--- src/rtl/lcv_div_pkg.sv ---
// Shared types and constants for the multi-cycle divider.
//   div_state_t        : divider FSM state encoding
//   DIV_WIDTH_DEFAULT  : default operand/result width
package lcv_div_pkg;

   localparam int DIV_WIDTH_DEFAULT = 32;

   typedef enum logic [2:0] {
      ST_IDLE  = 3'd0,
      ST_PREP  = 3'd1,
      ST_ITER  = 3'd2,
      ST_FIXUP = 3'd3,
      ST_DONE  = 3'd4
   } div_state_t;

endpackage

--- src/rtl/lcv_div_step.sv ---
// One radix-2 restoring division step (purely combinational).
// Ports:
//   rem_in   [WIDTH:0]   partial remainder before the step
//   dvd_in   [WIDTH-1:0] dividend/quotient shift register; MSB is the next dividend bit
//   dvs      [WIDTH-1:0] divisor magnitude
//   rem_out  [WIDTH:0]   partial remainder after the step
//   dvd_out  [WIDTH-1:0] dvd_in shifted left with the new quotient bit in the LSB
module lcv_div_step #(
   parameter int WIDTH = 32
) (
   input  logic [WIDTH:0]   rem_in,
   input  logic [WIDTH-1:0] dvd_in,
   input  logic [WIDTH-1:0] dvs,
   output logic [WIDTH:0]   rem_out,
   output logic [WIDTH-1:0] dvd_out
);

   logic [WIDTH:0]   shifted;
   logic [WIDTH+1:0] diff;
   logic             q_bit;

   always_comb begin
      shifted = {rem_in[WIDTH-1:0], dvd_in[WIDTH-1]};
      diff    = {1'b0, shifted} - {2'b00, dvs};
      // A set rem_in MSB means the true shifted value exceeds any divisor,
      // so the subtract always succeeds; diff[WIDTH:0] is still exact.
      q_bit   = rem_in[WIDTH] | ~diff[WIDTH+1];
      rem_out = q_bit ? diff[WIDTH:0] : shifted;
      dvd_out = {dvd_in[WIDTH-2:0], q_bit};
   end

endmodule

--- src/rtl/lcv_div_multi_cycle.sv ---
// Multi-cycle signed/unsigned integer divider, one quotient bit per clock.
// Fixed latency: outp_valid rises WIDTH+2 cycles after the accepting edge.
// Ports:
//   clk, rst            clock, synchronous active-high reset
//   inp_valid/inp_ready request handshake (ready only in IDLE)
//   inp_a, inp_b        dividend, divisor
//   inp_signed          1 = two's-complement, 0 = unsigned
//   outp_valid/outp_ready result handshake
//   outp_quot, outp_rem quotient, remainder (truncating division)
//   outp_div_by_zero    divisor was zero
//
// state    | meaning
// ---------+-----------------------------------------------------------
// ST_IDLE  | waiting for a request, inp_ready high
// ST_PREP  | form magnitudes, record signs and special cases
// ST_ITER  | one restoring step per cycle, WIDTH cycles
// ST_FIXUP | apply signs / special-case results to output registers
// ST_DONE  | outp_valid high until consumer accepts
module lcv_div_multi_cycle
   import lcv_div_pkg::*;
#(
   parameter int WIDTH = DIV_WIDTH_DEFAULT
) (
   input  logic             clk,
   input  logic             rst,
   input  logic             inp_valid,
   output logic             inp_ready,
   input  logic [WIDTH-1:0] inp_a,
   input  logic [WIDTH-1:0] inp_b,
   input  logic             inp_signed,
   output logic             outp_valid,
   input  logic             outp_ready,
   output logic [WIDTH-1:0] outp_quot,
   output logic [WIDTH-1:0] outp_rem,
   output logic             outp_div_by_zero
);

   localparam int CW = $clog2(WIDTH);

   div_state_t       state;
   logic [WIDTH-1:0] a_reg;
   logic [WIDTH-1:0] b_reg;
   logic             sgn_reg;
   logic [WIDTH-1:0] dvd;
   logic [WIDTH-1:0] dvs;
   logic [WIDTH:0]   prem;
   logic [CW-1:0]    cnt;
   logic             q_neg;
   logic             r_neg;
   logic             dbz;
   logic             ovf;

   logic             a_neg;
   logic             b_neg;
   logic [WIDTH-1:0] a_mag;
   logic [WIDTH-1:0] b_mag;
   logic             is_dbz;
   logic             is_ovf;
   logic [WIDTH-1:0] quot_fix;
   logic [WIDTH-1:0] rem_fix;

   logic [WIDTH:0]   step_rem;
   logic [WIDTH-1:0] step_dvd;

   lcv_div_step #(.WIDTH(WIDTH)) u_step (
      .rem_in  (prem),
      .dvd_in  (dvd),
      .dvs     (dvs),
      .rem_out (step_rem),
      .dvd_out (step_dvd)
   );

   always_comb begin
      a_neg  = sgn_reg & a_reg[WIDTH-1];
      b_neg  = sgn_reg & b_reg[WIDTH-1];
      a_mag  = a_neg ? -a_reg : a_reg;
      b_mag  = b_neg ? -b_reg : b_reg;
      is_dbz = (b_reg == '0);
      is_ovf = sgn_reg & (a_reg == {1'b1, {(WIDTH-1){1'b0}}}) & (b_reg == '1);

      if (dbz) begin
         quot_fix = '1;
         rem_fix  = a_reg;
      end else if (ovf) begin
         quot_fix = a_reg;
         rem_fix  = '0;
      end else begin
         quot_fix = q_neg ? -dvd : dvd;
         rem_fix  = r_neg ? -prem[WIDTH-1:0] : prem[WIDTH-1:0];
      end
   end

   always_ff @(posedge clk) begin
      if (rst) begin
         state            <= ST_IDLE;
         inp_ready        <= 1'b1;
         outp_valid       <= 1'b0;
         outp_quot        <= '0;
         outp_rem         <= '0;
         outp_div_by_zero <= 1'b0;
         a_reg            <= '0;
         b_reg            <= '0;
         sgn_reg          <= 1'b0;
         dvd              <= '0;
         dvs              <= '0;
         prem             <= '0;
         cnt              <= '0;
         q_neg            <= 1'b0;
         r_neg            <= 1'b0;
         dbz              <= 1'b0;
         ovf              <= 1'b0;
      end else begin
         case (state)
            ST_IDLE: begin
               if (inp_valid && inp_ready) begin
                  a_reg     <= inp_a;
                  b_reg     <= inp_b;
                  sgn_reg   <= inp_signed;
                  inp_ready <= 1'b0;
                  state     <= ST_PREP;
               end
            end
            ST_PREP: begin
               dvd   <= a_mag;
               dvs   <= b_mag;
               prem  <= '0;
               q_neg <= a_neg ^ b_neg;
               r_neg <= a_neg;
               dbz   <= is_dbz;
               ovf   <= is_ovf;
               cnt   <= CW'(WIDTH - 1);
               state <= ST_ITER;
            end
            ST_ITER: begin
               prem <= step_rem;
               dvd  <= step_dvd;
               if (cnt == '0) begin
                  state <= ST_FIXUP;
               end else begin
                  cnt <= cnt - 1'b1;
               end
            end
            ST_FIXUP: begin
               outp_quot        <= quot_fix;
               outp_rem         <= rem_fix;
               outp_div_by_zero <= dbz;
               outp_valid       <= 1'b1;
               state            <= ST_DONE;
            end
            ST_DONE: begin
               if (outp_ready) begin
                  outp_valid <= 1'b0;
                  inp_ready  <= 1'b1;
                  state      <= ST_IDLE;
               end
            end
            default: begin
               state     <= ST_IDLE;
               inp_ready <= 1'b1;
            end
         endcase
      end
   end

endmodule
--- config.mk ---
export PLATFORM = sky130hd
export DESIGN_NAME = lcv_div_multi_cycle
export DESIGN_NICKNAME = d
export VERILOG_FILES = /design/src/rtl/lcv_div_pkg.sv /design/src/rtl/lcv_div_step.sv /design/src/rtl/lcv_div_multi_cycle.sv
export SDC_FILE = /design/constraint.sdc
export NUM_CORES = 1
export LEC_CHECK = 0
export CAP_MARGIN = 40
export CORE_MARGIN = 2
export CORE_UTILIZATION = 43
export DETAILED_ROUTE_END_ITERATION = 12
export PLACE_DENSITY = 0.68
export SYNTH_ARGS = -nofsm -noshare
export SYNTH_HDL_FRONTEND = slang
export SYNTH_SLANG_ARGS = --single-unit
--- constraint.sdc ---
create_clock -name clk -period 6 [get_ports clk]
set_input_delay 0.9 -clock clk [delete_from_list [all_inputs] [get_ports clk]]
set_output_delay 0.9 -clock clk [all_outputs]
set_load 0.01 [all_outputs]
* Word-level counts from Yosys, hierarchy flattened
Index checks and enable logic that the tools add are counted.
** Word-level totals
- Register bits after elaboration :: 241
- Bits of input ports :: 69
- Output and inout bits :: 67
- Word-level logic and storage cells :: 75
** Cells by class
- $add $sub $neg :: 6
- Eq/ne operators :: 10
- Muxes and demuxes :: 22
- Bitwise operators :: 8
- Reduce and logical (&&, ||, !) cells :: 12
** Operators by type and width (number)
- $mux 32 :: 8
- $neg 32->32 :: 4
- $pmux 33 s2 :: 1
- $eq 32x32->1 const B :: 2
- $pmux 32 s2 :: 1
- $sub 33x32->34 :: 1
- $mux 33 :: 1
- $logic_not 32->1 :: 1
- $pmux 3 s5 :: 1
- $pmux 5 s2 :: 1
- $mux 3 :: 3
- $ne 2x2->1 const B :: 4
- $eq 3x2->1 const B :: 2
- $reduce_and 2->1 :: 3
- $reduce_and 3->1 :: 2
- $logic_not 5->1 :: 1
- $mux 5 :: 1
- $sub 5x1->5 const B :: 1
- $and 1x1->1 :: 4
- $reduce_bool 2->1 :: 2
- $eq 3x1->1 const B :: 1
- $eq 3x3->1 const B :: 1
- $logic_not 3->1 :: 1
- $mux 1 :: 3
- other kinds (7) :: 8

* Logic depth before layout (Yosys ltp)
Gate-level depths: netlist of run 1.
- Word-level depth :: 5
- Gate-level depth with buffers :: 14
- Depth with buffers taken out :: 13

* By module
From an unflattened synthesis of run 1, not the netlist that was laid out.
** Second synthesis, totals
- Cells, all modules :: 1849
- Area, all modules :: 14527.7 um2
** By module, submodules not included
- lcv_div_multi_cycle :: times used 1, cells an instance 1514, area an instance 12020.3 um2, seq. area each 4824.6 um2
- lcv_div_step :: times used 1, cells an instance 335, area an instance 2507.4 um2, seq. area each 0.0 um2

* Least setup slack after synthesis of run 1
No wires, ideal clock.
- Path kind :: reg2reg
- Start point :: reg dvd[12]
- End point :: reg outp_quot[26]
- Library setup time :: 0.114 ns
- Arrival time :: 3.119 ns
- Data required time :: 5.886 ns
- Setup slack :: 2.766 ns
- Cell stages (with the launch flop) :: 9
- Buffers on the path :: 0
- Clock period less this slack :: 3.234 ns
- Cell sequence :: dfxtp_1 -> or4_4 -> or4_1 -> or2_4 -> or4_4 -> or3_2 -> o31ai_1 -> xor2_1 -> a2111oi_0
** On the way
- Cells in the longest elaborated chain, start to end :: 4
** Ends and longest elaborated chain
- start, declared :: line lcv_div_multi_cycle.sv:44 : logic [WIDTH-1:0] dvd;
- start signal, assigned :: line lcv_div_multi_cycle.sv:124 : dvd <= a_mag;
- start signal, assigned :: line lcv_div_multi_cycle.sv:136 : dvd <= step_dvd;
- $neg 32->32 :: line lcv_div_multi_cycle.sv:88 : quot_fix = q_neg ? -dvd : dvd;
- $mux 32 :: line lcv_div_multi_cycle.sv:88
- $mux 32 :: line lcv_div_multi_cycle.sv:84 : end else if (ovf) begin
- $mux 32 :: line lcv_div_multi_cycle.sv:81 : if (dbz) begin
- end signal, assigned :: line lcv_div_multi_cycle.sv:144 : outp_quot <= quot_fix;
- end, declared :: line lcv_div_multi_cycle.sv:33 : output logic [WIDTH-1:0] outp_quot,
Every way passes these cells.
A chain may end at the register's enable or synchronous reset.

* Worst setup path in the final report of run 1
- Start point :: reg prem[5]
- End point :: reg prem[31]
** On the way
- Cells in the longest elaborated chain, start to end :: 5
** Ends and longest elaborated chain
- start, declared :: line lcv_div_multi_cycle.sv:46 : logic [WIDTH:0] prem;
- start signal, assigned :: line lcv_div_multi_cycle.sv:135 : prem <= step_rem;
- $sub 33x32->34 (*) :: line lcv_div_step.sv:24 : diff = {1'b0, shifted} - {2'b00, dvs};
- $not 1->1 :: line lcv_div_step.sv:27 : q_bit = rem_in[WIDTH] | ~diff[WIDTH+1];
- $or 1x1->1 :: line lcv_div_step.sv:27
- $mux 33 (*) :: line lcv_div_step.sv:28 : rem_out = q_bit ? diff[WIDTH:0] : shifted;
- $pmux 33 s2 (*) :: line lcv_div_multi_cycle.sv:113 : case (state)
Every way passes the cells marked *; elsewhere a longest branch is shown, timed or not.

==> summary.txt, run 1 <==
GP Congestion: 0.935
Drt first pass iters: 5
First-pass GRT wire length: 62000 um
Switching share of power: 46.8%
Die X: 182 um
TritonCTS Buffers: 27
Fmax: 278 MHz
Mux cell area share after synthesis: 2.58%
DRC Markers: 0
Share of cells above drive strength 1: 4.45%
Unrepaired setup endpoints after global routing: false
Post-detailed-route wirelength per cell: 17.2 um
Initial antenna violation count: 0
Worst Skew: 0.0118 ns
Final non-filler cell total: 2246
Reg2reg end: prem[31]
Syn Nets: 1880
Max FFs per register: 33
Vias/cell: 5.69
Synth cell types: 58
Ant. Diodes: 0
Dpl cells: 2198
Top reg by flops: prem
Hold path startpoint: dvs[16]
Clock-pin slew on the worst setup and hold paths: 0.06 ns
Fill cells: 3021
Routed WL: 38700 um
Adder and majority gate portion of the synthesized area: 3.75%
Via count: 12790
Critical Path, Cell by Cell: ha_1, a2111o_1, o2111ai_1, a21oi_1, o211ai_1, a211o_1, and2_1, buf_4, mux2i_1, o211ai_1
Post-synthesis simple-gate area fraction: 20.5%
TNS Setup: 0 ns
#FFs+latches synth: 241
Clock share of power: 16.6%
Worst Reg-to-Reg Cells: 10
Synth Warn #: 0
Dpl hpwl: 27500 um
Post-cts resize count: 0
Total gr overflow: 0
Fin. max-slew vios: 0
Average cell area after synthesis: 7.65 um2
Main combinational cell family by area after synthesis: compound AO/OA/AOI/OAI gates
Switching pwr: 4.80 mW
Mapped Cells: 1771
Tmin final: 3.59 ns
Post-synth EDFFs: 0
Status: finished, final reports clean
Worst Setup End Kind: register
Area Overhead vs Synth: 18.3%
Antenna Nets Post-Route: 0
Hold_buf cts: 0
Slowest cell on crit path: dfxtp_1
Top cells by count, synth: nand2_1, dfxtp_1, a21oi_1
Row count: 65
Post-synth top area cell: dfxtp_1
Cell-internal power: 5.44 mW
Sequential share of power: 23.7%
Num ports: 136
Worst-Margin Slew: 0.957 ns
Logic pwr share: 59.7%
Post-synthesis compound-gate area fraction: 23.1%
Clk Latency, worst-skew pair: 0.54 ns
Crit path top cell by count: o211ai_1
FF-to-FF Start: prem[5]
Worst min-delay path category: register to register
Die ar.: 0.0330 mm2
Clock Tree Buf Depth: 3
Area of the multi-input gates: 0.00806 mm2
Sequential fraction of the synthesis area: 35.6%
# port buffers: 135
Yosys top cell area share: 35.6%
WS Path Type: register to register
Maximum VDD drop: 0.525 mV
Hold Path End: dvs[16]
Final setup violating endpoints: 0
Share of flip-flops with an asynchronous set or reset: 0%
Maximum fanout along the worst path: 28
Synth area leaders: dfxtp_1, nand2_1, a21oi_1, xnor2_1, xor2_1
Fin crit share: 59.9%
Vert. Die Dim: 182 um
XOR/XNOR share of the synthesized area: 9.37%
Leakage: 5.86 nW
Power Density: 638 mW/mm2
Startpoint types: register
Vias in the first global route: 11664
Starting Density: 43.3%
Largest net degree at the start of global routing: 118
Critical path's top delay family: compound AO/OA/AOI/OAI gates
Gr usage total: 22.8%
H-tree levels: 1
TritonCTS clock tree: built
Nets: 1934
DRT iter0 DRCs: 994
Crit-path max cell delay: 0.47 ns
Hold Vio Cnt, Final: 0
Most common cell in the netlist: nand2_1
Sequential cell area: 0.00482 mm2
Clk root buf: clkbuf_16
R2R setup slack: 2.41 ns
Cell Area, Synth: 0.0136 mm2
Main synth FF type: dfxtp_1
Worst hold stages: 2
Number of setup buffers added after CTS: 0
Slew headroom: 36.1%
Data required, critical path: 6.38 ns
CP Buf/Inv Count: 1
CP Data Arrival Time: 3.97 ns
Core area: 0.0313 mm2
Maxcap violations: 0
Clk sinks: 241
## cells by family (layout without fill, tap and decap cells)
group	after synthesis	count (layout)
and+or+nand+nor	630	630
AOI/OAI and AO/OA	495	495
DFF	241	241
buffers and inverters	185	258
xor gates and xnor gates	145	145
adders and majority gates	40	40
muxes	35	35
## layout make-up
class                   instances  area share (%)
repair buffers                154            9.57
clock buffers                  41            4.98
well taps                     402            3.14
flip-flops and latches        241            30.1
clock inverters                 7           0.702
inverters                      56            1.31
multi-input cells            1345            50.2
## power by group through the flow
stage	clock network, mW	registers (mW)	logic, mW
final	1.70	2.43	6.11
after detailed placement	0	2.45	6.03
after floorplan	0	2.25	4.74
after global placement	0	2.43	5.94
after global routing	1.79	2.48	6.76
after CTS	1.73	2.42	6.06
## how the worst max path moves through the flow
stage                         end  cells after the start    start  slack (ns)
finish                   prem[31]                     10  prem[5]        2.41
floorplan           outp_quot[26]                      8  dvd[12]        2.77
CTS                      prem[31]                     10  prem[5]        2.41
detailed placement       prem[31]                     10  prem[5]        2.43
global route             prem[26]                     10  prem[5]        2.10
global placement         prem[27]                     10  prem[5]        2.56
## metrics by stage
step | hold slack (ns) | worst slack [ns] | cell area [um2] | utilization, % | power, mW
detailed placement | 0.459 | 2.43 | 15100 | 48.3 | 8.48
CTS | 0.466 | 2.41 | 16000 | 51.2 | 10.2
finish | 0.456 | 2.41 | 16000 | 51.2 | 10.2
global placement | 0.443 | 2.56 | 15100 | 48.1 | 8.37
floorplan | 0.432 | 2.77 | 13600 | - | 6.99
global route | 0.499 | 2.10 | 16000 | 51.2 | 11.0
## layer usage
layer	track usage [%]	up-vias	wire (um)
met4	5.85	0	977
li1	-	6371	-
met1	32.5	5925	18400
met2	36.3	438	16900
met3	2.89	56	2440
met5	0	-	0
## layout by cell type (no fill, tap or decap), types with 13 or more instances in the layout
master,Yosys,final
a2111oi_0,17,17
a211oi_1,47,47
a21o_1,15,15
a21oi_1,169,169
a22oi_1,30,30
a31oi_1,33,33
buf_4,0,17
clkbuf_16,0,27
clkdlybuf4s50_1,0,134
dfxtp_1,241,241
ha_1,39,39
inv_1,56,56
mux2i_1,35,35
nand2_1,326,326
nand3_1,43,42
nand4_1,17,17
nor2_1,126,125
nor3_1,27,25
nor4_1,16,16
o21ai_0,92,92
o31ai_1,32,32
o41ai_1,13,13
or3_1,20,20
or4_1,16,16
xnor2_1,89,89
xor2_1,56,56
## tightest hold or removal path, delay by kind of cell (launching register included)
kind	cells	cell delay (ns)
AO/OA/AOI/OAI	1	0.05
flip-flops	1	0.31
AND/OR/NAND/NOR	1	0.05
Note: power is estimated with default switching activity, not from simulation.
==> inputs of run 2 (changes only) <==
Settings changed: PLACE_DENSITY 0.68 to 0.7.
Clock period 6 ns to 3.11 ns, I/O delays scaled along.
==> run 2 against run 1 <==
  * The flow now finishes with violations (negative setup slack)
  * Worst hold slack worse by 0.27 ns
  * Largest power group unchanged
  * Via count is 2.9% higher
  * Total power is 110% higher
  * Non-clock buffer count is 75 higher
==> summary.txt, run 2 (synthesis gave the netlist of run 1 again) <==
Starting Density: 43.3%
Clk Latency, worst-skew pair: 0.55 ns
Detail Route met3 WL: 2830 um
WL met2: 18100 um
Clock-pin slew on the worst setup and hold paths: 0.06 ns
Crit path top cell by count: or4_4
TritonCTS clock tree: built
Clock Tree Buf Depth: 3
Clk sinks: 241
Drt first pass iters: 5
Top reg by flops: prem
Setup ws final: -0.0240 ns
Hold_buf cts: 0
WS Path Type: register to register
First-pass GRT wire length: 64700 um
Maximum VDD drop: 1.21 mV
Critical Path, Cell by Cell: or4_4, or4_4, or2_4, or4_4, or3_4, o31ai_2, xor2_1, a2111oi_1
Vias/cell: 5.67
Die ar.: 0.0330 mm2
Core area: 0.0313 mm2
WHS: 0.184 ns
Largest net degree at the start of global routing: 88
# port buffers: 135
Commonest non-fill, non-tap cell in the layout: nand2_1
Crit-path max cell delay: 0.53 ns
Leakage: 6.24 nW
Maximum fanout along the worst path: 4
Power Density: 1270 mW/mm2
Critical path's top delay family: simple AND/OR/NAND/NOR gates
Worst Setup End Kind: register
Fmax: 319 MHz
Num ports: 136
Hold path startpoint: rst
Startpoint types: register
Slew headroom: 33.9%
DRC Markers: 0
Max FFs per register: 33
FF-to-FF Start: dvd[12]
Reg2reg end: outp_quot[29]
H-tree levels: 1
Tmin final: 3.13 ns
Fin. max-slew vios: 0
Share of cells above drive strength 1: 9.54%
Worst-Margin Slew: 0.990 ns
Gr usage total: 23.9%
R2R setup slack: -0.02 ns
Highest Signal Layer: met4
Status: complete, but fails checks
Antenna Nets Post-Route: 0
Routed WL: 40500 um
Worst Reg-to-Reg Cells: 8
Total gr overflow: 0
CP Buf/Inv Count: 0
Nets: 2010
Fin util: 53.5%
GP Congestion: 0.915
Post-detailed-route wirelength per cell: 17.5 um
CP Data Arrival Time: 3.57 ns
Initial antenna violation count: 0
Worst Skew: 0.00891 ns
Data required, critical path: 3.55 ns
Routed length on met1: 18300 um
Clk root buf: clkbuf_16
DRT iter0 DRCs: 1041
Worst hold stages: 2
Maxcap violations: 0
Final setup violating endpoints: 1
Area Overhead vs Synth: 23.6%
Vias in the first global route: 12425
TritonCTS Buffers: 28
Commonest non-fill, non-tap cells in the layout: nand2_1, dfxtp_1, a21oi_1
Slowest cell on crit path: or4_4
Dpl hpwl: 29300 um
Hold Path End: outp_quot[4]
Hold Vio Cnt, Final: 0
Unrepaired setup endpoints after global routing: true
Failing checks: negative setup slack
Ant. Diodes: 0
Vert. Die Dim: 182 um
Die X: 182 um
Worst min-delay path category: input pin to register
Fin crit share: 101%
Via count: 13156
Row count: 65
-- run 2: cell count changes in the layout (fill, tap and decap cells not counted), sizes merged --
| cell | before | now |
|---|---|---|
| bufinv | 3 | 1 |
| clkinv | 3 | 5 |
| clkinvlp | 1 | 0 |
| buf | 20 | 95 |
-- run 2: cell type report --
class / count / area, um2
clock buffer: 41 / 801
timing repair buffer: 229 / 2110
multi-input combinational: 1345 / 8240
sequential: 241 / 4830
clock inverter: 6 / 55.1
fill: 2920 / 14600
inverter: 56 / 210
tap: 402 / 503
-- run 2: report_power, final --
group / switching (mW) / internal, mW
clock network: 1.27 / 1.84
registers: 0.765 / 3.75
logic: 7.80 / 5.87
-- run 2: what timing repair did --
action	in CTS	in global routing
endpoints found under the hold margin	0	0
setup endpoints to repair	6	27
cloned	0	0
pin swaps	2	6
setup buffers	1	0
resized for setup	6	33
-- run 2: through the flow --
stage	power (mW)	area [um2]	cells	worst slack, ns	setup TNS, ns
4_1_cts	20.8	16600	2320	-0.0518	-0.106
5_1_grt	22.8	16700	2320	-0.118	-0.392
2_1_floorplan	13.5	13600	1771	0.00958	0
3_3_place_gp	17.4	15700	2271	-0.0432	-0.0564
6_report	21.3	16700	2320	-0.0240	-0.0240
3_5_place_dp	17.6	15700	2272	-0.111	-0.277
-- run 2: how the worst max path moves through the flow --
stage            start            end  slack (ns)  depth (start not counted)
2_1_floorplan  prem[5]       prem[10]        0.01                         12
3_3_place_gp   dvd[12]  outp_quot[30]       -0.04                          8
3_5_place_dp   dvd[12]  outp_quot[30]       -0.11                          8
4_1_cts        dvd[12]  outp_quot[27]       -0.05                          8
5_1_grt        dvd[12]  outp_quot[27]       -0.12                          8
6_report       dvd[12]  outp_quot[29]       -0.02                          8
-- run 2: routing by layer --
layer / track usage (%) / up-vias
met5: 0 / -
met4: 8.10 / 0
met3: 3.27 / 80
met2: 39.0 / 486
met1: 32.5 / 6069
li1: - / 6521
==> inputs of run 3 (changes only) <==
Settings changed: CAP_MARGIN 40 to 10.
==> run 3 against run 2 <==
  * Die area is the same
  * Maximum frequency shrank 0.32%
  * Global-route usage decreased by 0.25 points
  * Highest routed layer unchanged
  * Total power rose by 2.0%
  * Cell count increased by 0.17%
  * The flow still finishes with violations (negative setup slack)
  * Register-to-register slack is essentially flat
  * Largest power group unchanged
==> summary.txt, run 3 (synthesis gave the netlist of run 1 again) <==
Gr usage total: 23.6%
Post-detailed-route wirelength per cell: 17.3 um
Die ar.: 0.0330 mm2
Share of cells above drive strength 1: 9.94%
Clock-pin slew on the worst setup and hold paths: 0.06 ns
# port buffers: 135
Commonest non-fill, non-tap cell in the layout: nand2_1
CP Data Arrival Time: 3.58 ns
Setup ws final: -0.0340 ns
Die X: 182 um
Dpl hpwl: 29100 um
DRT iter0 DRCs: 1012
Clk Latency, worst-skew pair: 0.56 ns
GP Congestion: 0.915
Clk sinks: 241
Core area: 0.0313 mm2
Clk root buf: clkbuf_16
Routed length on met1: 18600 um
Drt first pass iters: 5
H-tree levels: 1
Fill cells: 2915
Antenna Nets Post-Route: 0
Commonest non-fill, non-tap cells in the layout: nand2_1, dfxtp_1, a21oi_1
Worst-Margin Slew: 1.05 ns
Cell-internal power: 11.9 mW
Fin util: 54.0%
Startpoint types: register
Initial antenna violation count: 0
Final setup violating endpoints: 2
Total gr overflow: 0
Top reg by flops: prem
Total power draw: 21.7 mW
Vert. Die Dim: 182 um
Maximum VDD drop: 0.974 mV
Logic pwr share: 62.5%
Routed WL: 40200 um
Row count: 65
DRC Markers: 0
Unrepaired setup endpoints after global routing: true
Failing checks: negative setup slack
First-pass GRT wire length: 64000 um
Fmax: 318 MHz
Highest Signal Layer: met4
Hold Vio Cnt, Final: 0
Num ports: 136
Starting Density: 43.3%
Largest net degree at the start of global routing: 97
Fin. max-slew vios: 0
Max FFs per register: 33
Vias in the first global route: 12236
Maxcap violations: 0
Status: complete, but fails checks
Worst Skew: 0.0247 ns
Power Density: 1280 mW/mm2
TritonCTS clock tree: built
WL met2: 18100 um
Switching share of power: 45.2%
Worst min-delay path category: input pin to register
Sequential share of power: 20.8%
Tmin final: 3.14 ns
Area Overhead vs Synth: 24.7%
Slew headroom: 30.0%
Data required, critical path: 3.54 ns
Switching pwr: 9.81 mW
Via count: 13095
TritonCTS Buffers: 28
WS Path Type: register to register
Fin crit share: 101%
Nets: 2009
Clock share of power: 16.7%
Ant. Diodes: 0
Vias/cell: 5.63
Leakage: 6.30 nW
Maximum fanout along the worst path: 4
Clock Tree Buf Depth: 3
TNS Setup: -0.0341 ns
Detail Route met3 WL: 2420 um
Worst Setup End Kind: register
run 3: cell count changes in the layout (fill, tap and decap cells not counted), moves of 2 or more:
| cell | delta |
|---|---|
| a2111oi_0 | +2 |
| bufinv_16 | +5 |
| clkbuf_1 | -2 |
| clkbuf_8 | +3 |
| clkinv_2 | -3 |
| clkinvlp_4 | +2 |
| o21ai_0 | -2 |
| o21ai_1 | +2 |
run 3: area by class of cell:
| cell class | instances | area (um2) | area share, % |
|---|---|---|---|
| Sequential cell | 241 | 4830 | 28.6 |
| Tap cell | 402 | 503 | 2.98 |
| Clock inverter | 11 | 221 | 1.31 |
| Timing Repair Buffer | 228 | 2080 | 12.3 |
| Multi-Input combinational cell | 1345 | 8260 | 48.8 |
| Inverter | 56 | 210 | 1.24 |
| Clock buffer | 41 | 810 | 4.79 |
run 3: power by group through the flow:
stage / clock network, mW / logic (mW) / registers, mW
after global placement: 0 / 12.8 / 4.51
after detailed placement: 0 / 13.0 / 4.55
after CTS: 3.68 / 13.0 / 4.49
final: 3.62 / 13.6 / 4.52
after global routing: 3.81 / 14.8 / 4.61
after floorplan: 0 / 9.19 / 4.34
run 3: worst max-delay path, stage by stage, from the launching register on:
cell and delay, ns:
dfxtp_2 0.32, or4_4 0.53, or4_4 0.43, or2_4 0.25, or4_4 0.43, or3_4 0.40
o31ai_4 0.20, xor2_1 0.11, a2111oi_2 0.36
run 3: final timing paths:
check / endpoint / cells past startpoint / slack (ns) / from
worst max-delay path: outp_quot[29] / 8 / -0.03 / dvd[12]
worst min-delay path: outp_rem[3] / 2 / 0.16 / rst
worst max register to register: outp_quot[29] / 8 / -0.03 / dvd[12]
worst min register to register: outp_div_by_zero / 2 / 0.46 / outp_div_by_zero
run 3: stage by stage:
step	hold WS, ns	instances	area, um2	worst slack, ns
after detailed placement	0.455	2271	15700	-0.136
after global placement	0.444	2271	15700	-0.0432
after floorplan	0.432	1771	13600	0.00958
final	0.164	2324	16900	-0.0340
after global routing	0.162	2324	16900	-0.128
after CTS	0.144	2324	16800	-0.0578
run 3: what timing repair did:
item | 4_1_cts | 5_1_grt
hold endpoints to repair | 0 | 0
setup endpoints to repair | 7 | 30
resized for setup | 9 | 32
setup buffers | 1 | 0
pin swaps | 4 | 7
hold buffers | 0 | 0
run 3: per-layer routing:
layer  up-vias  GRT usage (%)
li1       6533              -
met1      6047           32.5
met2       447           38.9
met3        68           2.69
met4         0           7.32
met5         -              0
